==> src/rtl/hs_pkg.sv <==
// Shared types for the req/ack handshake source endpoint.
package hs_pkg;

    typedef enum logic {
        HS_FOUR_PHASE = 1'b0,
        HS_TWO_PHASE  = 1'b1
    } hs_mode_e;

    typedef enum logic [1:0] {
        IDLE    = 2'd0,
        REQ     = 2'd1,
        RELEASE = 2'd2
    } hs_src_state_e;

endpackage

==> src/rtl/chain_synchronizer.sv <==
// Multi-flop synchroniser for a single asynchronous level signal.
module chain_synchronizer #(
    parameter int unsigned LENGTH = 3
) (
    input  logic clk_i,
    input  logic rst_ni,
    input  logic d_i,
    output logic q_o
);

    logic [LENGTH-1:0] chain_q;

    always_ff @(posedge clk_i or negedge rst_ni) begin
        if (!rst_ni) begin
            chain_q <= '0;
        end else begin
            chain_q <= {chain_q[LENGTH-2:0], d_i};
        end
    end

    assign q_o = chain_q[LENGTH-1];

endmodule

==> src/rtl/handshake_src_queue.sv <==
// Source side of a req/ack CDC link: a small FIFO in front of a single-transfer
// handshake FSM, four-phase or two-phase by parameter.
module handshake_src_queue #(
    parameter int unsigned      DATA_WIDTH   = 32,
    parameter int unsigned      DEPTH        = 4,
    parameter int unsigned      CHAIN_LENGTH = 3,
    parameter hs_pkg::hs_mode_e MODE         = hs_pkg::HS_FOUR_PHASE
) (
    input  logic                         clk_i,
    input  logic                         reset_i,
    input  logic                         valid_i,
    input  logic [DATA_WIDTH-1:0]        data_i,
    output logic                         ready_o,
    output logic                         req_o,
    output logic [DATA_WIDTH-1:0]        data_o,
    input  logic                         ack_i,
    output logic                         busy_o,
    output logic                         idle_o,
    output logic [$clog2(DEPTH+1)-1:0]   count_o
);

    import hs_pkg::*;

    localparam int unsigned PTR_W = $clog2(DEPTH);
    localparam int unsigned CNT_W = $clog2(DEPTH + 1);

    logic [DATA_WIDTH-1:0] fifoMem_q [DEPTH];
    logic [PTR_W-1:0]      wrPtr_q;
    logic [PTR_W-1:0]      rdPtr_q;
    logic [CNT_W-1:0]      count_q;
    logic [CNT_W-1:0]      count_d;
    hs_src_state_e         state_q;
    logic                  req_q;
    logic [DATA_WIDTH-1:0] data_q;
    logic                  ackSync;
    logic                  push;
    logic                  launch;

    chain_synchronizer #(
        .LENGTH(CHAIN_LENGTH)
    ) u_ackSync (
        .clk_i (clk_i),
        .rst_ni(~reset_i),
        .d_i   (ack_i),
        .q_o   (ackSync)
    );

    // Full/empty are judged from the registered count only, so a pop in the
    // same cycle never opens ready_o early.
    assign ready_o = (count_q != CNT_W'(DEPTH));
    assign push    = valid_i && ready_o;
    assign launch  = (state_q == IDLE) && (count_q != '0);
    assign count_d = count_q + CNT_W'(push) - CNT_W'(launch);

    always_ff @(posedge clk_i) begin
        if (push) begin
            fifoMem_q[wrPtr_q] <= data_i;
        end
    end

    always_ff @(posedge clk_i or posedge reset_i) begin
        if (reset_i) begin
            wrPtr_q <= '0;
            rdPtr_q <= '0;
            count_q <= '0;
        end else begin
            if (push) begin
                wrPtr_q <= wrPtr_q + PTR_W'(1);
            end
            if (launch) begin
                rdPtr_q <= rdPtr_q + PTR_W'(1);
            end
            count_q <= count_d;
        end
    end

    // Launch only from IDLE, so consecutive transfers are separated by one
    // IDLE cycle; a synchronised ack seen while IDLE is simply ignored.
    always_ff @(posedge clk_i or posedge reset_i) begin
        if (reset_i) begin
            state_q <= IDLE;
            req_q   <= 1'b0;
            data_q  <= '0;
        end else begin
            case (state_q)
                IDLE: begin
                    if (launch) begin
                        data_q  <= fifoMem_q[rdPtr_q];
                        req_q   <= (MODE == HS_TWO_PHASE) ? ~req_q : 1'b1;
                        state_q <= REQ;
                    end
                end
                REQ: begin
                    if (MODE == HS_TWO_PHASE) begin
                        if (ackSync == req_q) begin
                            state_q <= IDLE;
                        end
                    end else if (ackSync) begin
                        req_q   <= 1'b0;
                        state_q <= RELEASE;
                    end
                end
                RELEASE: begin
                    if (!ackSync) begin
                        state_q <= IDLE;
                    end
                end
                default: begin
                    state_q <= IDLE;
                end
            endcase
        end
    end

    assign req_o   = req_q;
    assign data_o  = data_q;
    assign busy_o  = (state_q != IDLE);
    assign idle_o  = (state_q == IDLE) && (count_q == '0);
    assign count_o = count_q;

endmodule

==> config.mk <==
export PLATFORM = sky130hd
export DESIGN_NAME = handshake_src_queue
export DESIGN_NICKNAME = d
export VERILOG_FILES = /design/src/rtl/hs_pkg.sv /design/src/rtl/chain_synchronizer.sv /design/src/rtl/handshake_src_queue.sv
export SDC_FILE = /design/constraint.sdc
export NUM_CORES = 1
export LEC_CHECK = 0
export ABC_AREA = 1
export CAP_MARGIN = 20
export CORE_MARGIN = 8
export CORE_UTILIZATION = 61
export CTS_BUF_LIST = sky130_fd_sc_hd__clkbuf_8 sky130_fd_sc_hd__clkbuf_16
export DETAILED_ROUTE_END_ITERATION = 7
export PLACE_DENSITY_LB_ADDON = 0.1
export SLEW_MARGIN = 10
export SYNTH_ARGS = -nofsm -noshare
export SYNTH_HDL_FRONTEND = slang
export SYNTH_SLANG_ARGS = --single-unit
==> constraint.sdc <==
create_clock -name clk_i -period 4.4 [get_ports clk_i]
set_input_delay 0.88 -clock clk_i [delete_from_list [all_inputs] [get_ports clk_i]]
set_output_delay 0.88 -clock clk_i [all_outputs]
set_load 0.005 [all_outputs]
==> results by stage, run 1 <==
STA:
- The total negative slack is 0 ps.
- Once routing completed, OpenROAD measured the worst setup slack at roughly 1400 ps.
- The number of slew-limit violations in the final report is 0.
- The hold violation total from the final report is 0.
- Setup repair after global routing left no endpoint under its margin.
- For the pin with the worst max-slew slack, the measured transition is 1080 ps.
- The final critical path time including I/O delays and setup is slightly above 3000 ps.
- On the final layout, the worst clock skew is slightly below 8 ps.
- Setup violations remaining at the end of the flow were counted as 0.
- The final clock period utilization by the worst path is 69.3%.
- The maximum achievable frequency is 328 MHz.
- Measured against its own limit, the worst slew margin works out to roughly 28%.

CTS:
- For the worst-skew pair, the clock arrives at the later sink with an insertion delay of about 420 ps.
- The number of hold-repair buffers added at the cts stage is 0.
- The post-CTS setup buffer count is 0.
- The number of buffers created by CTS is 17.
- After clock tree synthesis, the clock-pin slew on the worst setup and hold paths is about 60 ps.
- The CTS tree is built.
- No sink is reached through more buffers than the 2 on the longest clock path.
- Counting every sink on the clock net gives around 170.
- The clock tree synthesis step divided the H-tree into 4 levels.
- The tree is rooted in a sky130_fd_sc_hd__clkbuf_16.
- The count of cells resized by post-cts repair is 0.

Placed design:
- Buffers placed on the I/O ports in this run total 74.
- The last weighted congestion value of the routability-driven placer is 0.780.
- Summed over all nets, the half-perimeter wirelength after detailed placement is ~8.4 mm.
- Including well taps, the total number of placed cells is approximately 900.
- Summing all placed instances gives a cell area of between 8000 and 9000 sq um.
- Prior to clock tree synthesis, the placed netlist has a worst setup slack of approximately 1400 ps.

Route:
- The detailed router's first-iteration violation count is between 300 and 400.
- The number of detailed-routing iterations run before antenna repair is 5.
- The number of nets with antenna violations after routing is 0.
- The routed length per placed instance is approximately 16 um.
- Summing over every cut layer, the via total after detailed routing is 4660.
- The sum of routed wire length over all layers is roughly 14 mm.
- For this run, design rule violations remaining after detail routing come to 0.
- In the routed layout, each cell is associated on average with a via count of 5.00.

Setup path:
- The largest fanout of any net on the critical path is 38.
- For this design, the slowest cell found on the critical path is sky130_fd_sc_hd__nand2_2.
- The category of the most critical setup path is flop to flop.
- STA classifies the critical path startpoint as a flop.
- The capturing element type of the critical path is a flop.
- The cell type group with the largest total delay on the critical path is adder cells.
- The launch instance of the worst register-to-register path is count_o[1]$_DFF_PP0_.
- The critical path goes through nor2_2, nand2_1, nand2_2, inv_2, ha_1, inv_1, ha_1, fa_1, xor2_1.
- In this run the critical register-to-register path is captured at count_o[2]$_DFF_PP0_.
- The setup slack of the worst register-to-register path is around 1400 ps.
- At the worst endpoint, the required time is 4700 ps.
- The number of cells on the worst reg-to-reg path is 9.
- Counting buffers and inverters, the worst setup path is 9 cells deep.
- The most frequent cell on the critical path is sky130_fd_sc_hd__ha_1.
- The largest single stage delay on the critical path is about 570 ps.
- Together, buffers and inverters on the worst path number 2.
- STA puts the critical path data arrival time at 3350 ps.

Synth:
- The netlist uses 19 different library cells.
- The number of nets handed over by synthesis was about 750.
- The total of warnings raised by yosys is 0.
- The number of flops mapped to enable cells by yosys is around 130.
- By count the netlist is led by sky130_fd_sc_hd__nand2_1 (265), sky130_fd_sc_hd__inv_1 (141), sky130_fd_sc_hd__edfxtp_1 (128).
- In the synthesized netlist the dominant register cell turns out to be sky130_fd_sc_hd__edfxtp_1.
- The async set or reset register ratio after synthesis is a little over a quarter.
- The biggest area consumer among synthesized cells is sky130_fd_sc_hd__edfxtp_1.
- The summed instance area of the synthesized netlist is slightly above 7000 sq um.
- The most common cell in the netlist is sky130_fd_sc_hd__nand2_1.
- The post-synthesis cell count is ~700.
- Dividing the synthesized area by the synthesized cell count gives between 10 and 15 sq um.
- For this run, the register share of the synthesized area comes to approximately two thirds.
- Synthesis inferred around 170 register bits.
- In this run the biggest area consumer among cell types represents between 50% and 60% of the synthesized area.
- By area the synthesized netlist is led by sky130_fd_sc_hd__edfxtp_1 (53%), sky130_fd_sc_hd__dfrtp_1 (15%), sky130_fd_sc_hd__nand2_1 (14%).

Finish:
- In the final layout, the share of cells above drive strength 1 is under 10%.
- The area growth from synthesis to layout is 19.7%.
- Cells fill 73.8% of the core in the end.
- The number of antenna diodes in the final layout is 0.
- The final layout contains between 800 and 900 nets.
- The design area is about 8700 sq um.
- The count of non-filler cells in the finished layout is between 900 and 1000.

Power and ir drop:
- The worst-case vdd ir drop is roughly 0.35 mV.
- The areal power density over the cells is about 700 nW/um^2.
- The static leakage is around 4.0 nW.

Floorplan:
- The floorplan die width is 125 um.
- The area of the die is ~16000 sq um.
- The floorplan step set the die height to 125 um.
- The initial cell density of the core is between 60 and 70%.
- After floorplanning, the core was sized to cover around 12000 sq um.
- The floorplan has 40 rows.
- The number of top-level pins is 75.

GRT:
- The number of antenna violations at the first check in global routing is 0.
- The via count of the first global-routing pass is approximately 4800.
- The first-pass GRT wire length is around 24 mm.
- The overall track demand over capacity in global routing is approximately a fifth.
- The maximum number of pins on one net before global-route repair is 67.
- For this run the aggregate overflow at the end of global routing stands at 0.

Job:
- The number of max-cap violations is 0.

Worst hold path:
- For hold timing, the worst endpoint is u_ackSync.chain_q[2]$_DFF_PP0_.
- In this run the most critical hold path is launched from u_ackSync.chain_q[1]$_DFF_PP0_.
- The kind of path behind the tightest hold check is flop to flop.
- The number of instances on the worst hold path is 0.

Run status:
- The run finished with clean final reports.
-- how the worst max path moves through the flow --
stage                    startpoint                         to  slack, ps
2_1_floorplan               valid_i  fifoMem_q[0][0]$_DFFE_PP_       1640
3_3_place_gp   count_o[0]$_DFF_PP0_       count_o[2]$_DFF_PP0_       1430
3_5_place_dp   count_o[1]$_DFF_PP0_       count_o[2]$_DFF_PP0_       1360
4_1_cts        count_o[1]$_DFF_PP0_       count_o[2]$_DFF_PP0_       1340
5_1_grt        count_o[1]$_DFF_PP0_       count_o[2]$_DFF_PP0_       1150
6_report       count_o[1]$_DFF_PP0_       count_o[2]$_DFF_PP0_       1350
-- metal layers --
metal	share of wire [%]	routed length (um)	vias to the layer above	global-route usage, %
met5	0	0	-	0
met4	1.5	214	0	8.52
met3	6.2	902	17	6.08
met2	51	7430	145	33.4
met1	41	5910	2194	21.5
li1	-	-	2304	-
-- kinds of logic after synthesis --
| group | after synthesis | synth area share (%) |
|---|---|---|
| DFF | 173 | 68.3 |
| xor gates and xnor gates | 5 | 0.602 |
| and+or+nand+nor | 341 | 18.9 |
| buffers and inverters | 173 | 10.7 |
| AOI/OAI and AO/OA | 3 | 0.241 |
| adders and majority gates | 7 | 1.31 |
-- registers in the layout (all words and copies together), names as in the netlist --
| name | count |
|---|---|
| state_q | 2 |
| rdPtr_q | 2 |
| fifoMem_q | 128 |
| count_o | 3 |
| wrPtr_q | 2 |
| u_ackSync.chain_q | 3 |
| data_o | 32 |
| req_o | 1 |
-- layout by cell type, fill, tap and decap left out, drive strengths merged --
master,instances
nand2,267
inv,148
edfxtp,128
clkdlybuf4s50,74
nand3,66
dfrtp,45
clkbuf,17
nor2,8
ha,6
buf,5
bufinv,4
clkinvlp,4
clkinv,4
xor2,3
xnor2,2
o31ai,1
a21oi,1
o21ai,1
fa,1
-- final cells by class --
cell class,count,area [sq um]
Sequential cell,173,4970
Timing Repair Buffer,79,831
Multi-Input combinational cell,356,1560
Fill cell,791,3100
Inverter,145,544
Clock inverter,15,196
Tap cell,147,184
Clock buffer,17,425
-- power by group --
group | total, mW | switching (mW) | internal [mW]
Sequential | 2.39 | 0.165 | 2.23
Combinational | 2.11 | 1.30 | 0.809
Clock | 1.56 | 0.610 | 0.949
-- per-stage QoR --
| stage | hold slack [ps] | total power [mW] |
|---|---|---|
| 3_5_place_dp | 341 | 4.49 |
| 2_1_floorplan | 331 | 3.81 |
| 3_3_place_gp | 332 | 4.40 |
| 6_report | 354 | 6.06 |
| 4_1_cts | 355 | 6.06 |
| 5_1_grt | 370 | 6.44 |
Power figures use the tool's default switching activity.
==> run 2: changes to the inputs <==
Settings changed: CORE_UTILIZATION 61 to 57.
Clock period 4.4 ns to 2.9 ns, I/O delays scaled along.
==> run 2 against run 1 <==
  * Clock power is 34% higher
  * Worst setup slack worse by 710 ps
  * First-iteration DRC count is 12% lower
  * Register-to-register slack worse by 460 ps
  * Utilization is 4.6 points lower
  * Clock skew is 2.7 ps lower
  * Die area is 6.1% higher
  * Cell count is 3.1% higher
  * Hold slack worse by 1.5 ps
  * Wire length is 1.2% lower
  * Combinational power is 51% higher
  * Largest power group unchanged
==> results by stage, run 2 (synthesized netlist as in run 1, its figures left out) <==
STA:
- The headroom to the max-slew limit is 51.5% (+24 points).
- Derived from the worst setup path, the maximum achievable clock frequency is 443 MHz.
- Setup repair after global routing left no endpoint under its margin.
- The final critical path time including I/O delays and setup is 2260 ps.
- The slew at the pin with the worst max-slew slack was 727 ps (-354 ps).
- The final clock period utilization by the worst path is 77.8%.
- The total negative slack came to 0 ps (unchanged).
- The worst clock skew is 4.99 ps (-2.71 ps).
- The hold violation total from the final report came to 0 (unchanged).
- The number of slew-limit violations in the final report is 0 (unchanged).
- The tightest hold margin is 353 ps (-1.52 ps).
- The setup-violating endpoint count in the final report was 0 (unchanged).

CTS:
- The clock latency on the worst-skew pair came to 420 ps (about the same).
- The number of hold-repair buffers added at the cts stage was 0 (unchanged).
- The cell chosen for the clock root is sky130_fd_sc_hd__clkbuf_16.
- The maximum root-to-sink buffer count is 2 (unchanged).
- TritonCTS built the clock tree.
- The post-CTS setup buffer count is 0 (unchanged).
- The deepest level of the CTS H-tree is 4 (unchanged).
- The count of cells resized by post-cts repair was 0 (unchanged).
- The number of buffers created by CTS is 17 (unchanged).
- The count of clock tree sinks is 173 (unchanged).
- The clock-pin slew reported for the worst setup and hold paths after clock tree synthesis is 60 ps (about the same).

Setup path:
- On the critical path the largest part of the delay comes from buffers and inverters.
- The worst setup path is captured at an output pin.
- Traced cell by cell, the critical path runs through nor2_2, nand3_1, inv_1, clkdlybuf4s50_1.
- The data arrival time of the critical path is 1680 ps (-1670 ps).
- The count of buffering cells on the critical path with inverters included was 2 (unchanged).
- The largest fanout of any net on the critical path is 4 (-89%).
- The kind of start point of the critical path is a flop.
- The delay of the slowest cell on the worst path was 500 ps (-70 ps).
- For this design, the slowest cell found on the critical path is sky130_fd_sc_hd__clkdlybuf4s50_1.
- The worst endpoint required time is 2320 ps (-2380 ps).
- The worst setup path is of the flop to output pin kind.

Floorplan:
- The number of core rows is 41 (+2.5%).
- The floorplan die width was 129 um (+3.0%).
- The area of the die is 16600 sq um (+6.1%).
- The number of top-level pins is 75 (unchanged).
- The vertical die dimension is 129 um (+3.0%).
- The core footprint came to 12600 sq um (+6.4%).
- The initial cell density of the core was 57.9% (-3.7 points).

Route:
- The detailed-route vias per instance is 4.83 (-3.4%).
- The number of nets with antenna violations after routing is 0 (unchanged).
- The number of vias in the routed layout is 4643 (-0.36%).
- The number of detailed-routing iterations run before antenna repair was 5 (unchanged).
- The sum of routed wire length over all layers is 14.3 mm (-1.2%).
- The total DRC errors in the routed layout came to 0 (unchanged).
- The routed length per placed instance is 14.9 um (-4.1%).
- The detailed router's first-iteration violation count came to 321 (-12%).

GRT:
- The via count of the first global-routing pass was 4689 (-3.3%).
- The residual overflow from global routing came to 0 (unchanged).
- The number of antenna violations at the first check in global routing is 0 (unchanged).
- The maximum number of pins on one net before global-route repair is 66 (-1.5%).
- The overall track demand over capacity in global routing is 18.5% (-0.82 points).
- The first-pass GRT wire length is 23.5 mm (-0.38%).

Finish:
- The number of inserted diodes is 0 (unchanged).
- The number of flip-flops under the largest register name is 128 (unchanged).
- The register bank with the most flops is fifoMem_q.
- The number of nets in the layout is 820 (+0.61%).
- The count of non-filler cells in the finished layout is 961 (+3.1%).
- The most frequent standard cell in the layout excluding fill and tap cells is sky130_fd_sc_hd__nand2_1.
- The fraction of final layout cells with drive strength greater than 1 came to 5.83% (-0.41 points).
- The area growth from synthesis to layout is 19.4%.
- In the layout the commonest cells are sky130_fd_sc_hd__nand2_1 (265), sky130_fd_sc_hd__inv_1 (142), sky130_fd_sc_hd__edfxtp_1 (128), sky130_fd_sc_hd__clkdlybuf4s50_1 (74), sky130_fd_sc_hd__nand3_1 (66).

Job:
- The number of max-cap violations came to 0 (unchanged).

Power and ir drop:
- The areal power density over the cells came to 1020 nW/um^2 (+47%).
- The overall power consumption is 8.89 mW (+47%).
- The worst-case vdd ir drop is 0.605 mV (+75%).
- The static leakage is 4.03 nW (-0.24%).

Placed design:
- The instance count after placement with tap cells included was 930 (+3.7%).
- The last weighted congestion value of the routability-driven placer is 0.718 (-7.9%).
- The total of buffers placed on input and output ports was 74 (unchanged).
- The placed wire-length estimate was 8.76 mm (+3.9%).

Worst hold path:
- The path class of the tightest hold or removal check is flop to flop.

Run status:
- The flow ran to the end, and the final reports show no timing, DRC or antenna violations.
run 2: worst paths after layout:
check | from | end | slack (ps) | depth (start not counted)
hold reg to reg | u_ackSync.chain_q[1]$_DFF_PP0_ | u_ackSync.chain_q[2]$_DFF_PP0_ | 350 | 0
setup / recovery | state_q[1]$_DFFE_PP0P_ | idle_o | 640 | 4
min in group asynchronous | reset_i | count_o[1]$_DFF_PP0_ | 480 | 2
max in group asynchronous | reset_i | rdPtr_q[0]$_DFFE_PP0P_ | 1650 | 3
setup reg to reg | count_o[1]$_DFF_PP0_ | count_o[2]$_DFF_PP0_ | 890 | 8
hold / removal | u_ackSync.chain_q[1]$_DFF_PP0_ | u_ackSync.chain_q[2]$_DFF_PP0_ | 350 | 0
run 2: through the flow:
step | worst slack (ps) | util (%) | cell area (sq um)
2_1_floorplan | 426 | - | 7280
3_3_place_gp | 420 | 64.9 | 8160
3_5_place_dp | 389 | 64.9 | 8160
4_1_cts | 616 | 69.2 | 8690
5_1_grt | 536 | 69.2 | 8690
6_report | 644 | 69.2 | 8690
run 2: worst reg2reg max path: stages, from the launching register on:
cell and delay (ps):
sky130_fd_sc_hd__dfrtp_1 420, sky130_fd_sc_hd__nor2_2 70, sky130_fd_sc_hd__nand2_1 110, sky130_fd_sc_hd__nand2_2 190, sky130_fd_sc_hd__ha_1 340, sky130_fd_sc_hd__inv_1 40
sky130_fd_sc_hd__ha_1 180, sky130_fd_sc_hd__fa_1 380, sky130_fd_sc_hd__xor2_1 170
run 2: final cells by class:
class,instances,area [sq um]
Clock buffer,17,425
Clock inverter,14,111
Fill cell,901,3880
Inverter,145,544
Multi-Input combinational cell,356,1560
Sequential cell,173,4970
Tap cell,172,215
Timing Repair Buffer,84,866
run 2: layer usage:
metal / vias to the layer above / GRT usage (%) / wire [um]
met5: - / 0 / 0
met4: 0 / 6.57 / 172
met3: 12 / 3.70 / 610
met2: 101 / 32.4 / 7390
met1: 2227 / 22.3 / 6120
li1: 2303 / - / -
run 2: power by group:
part	switching (mW)	total (mW)	internal [mW]	leakage, nW
clock	0.857	2.09	1.23	0.267
sequential	0.250	3.62	3.37	1.72
combinational	1.93	3.19	1.25	2.05
total	3.04	8.89	5.85	4.03
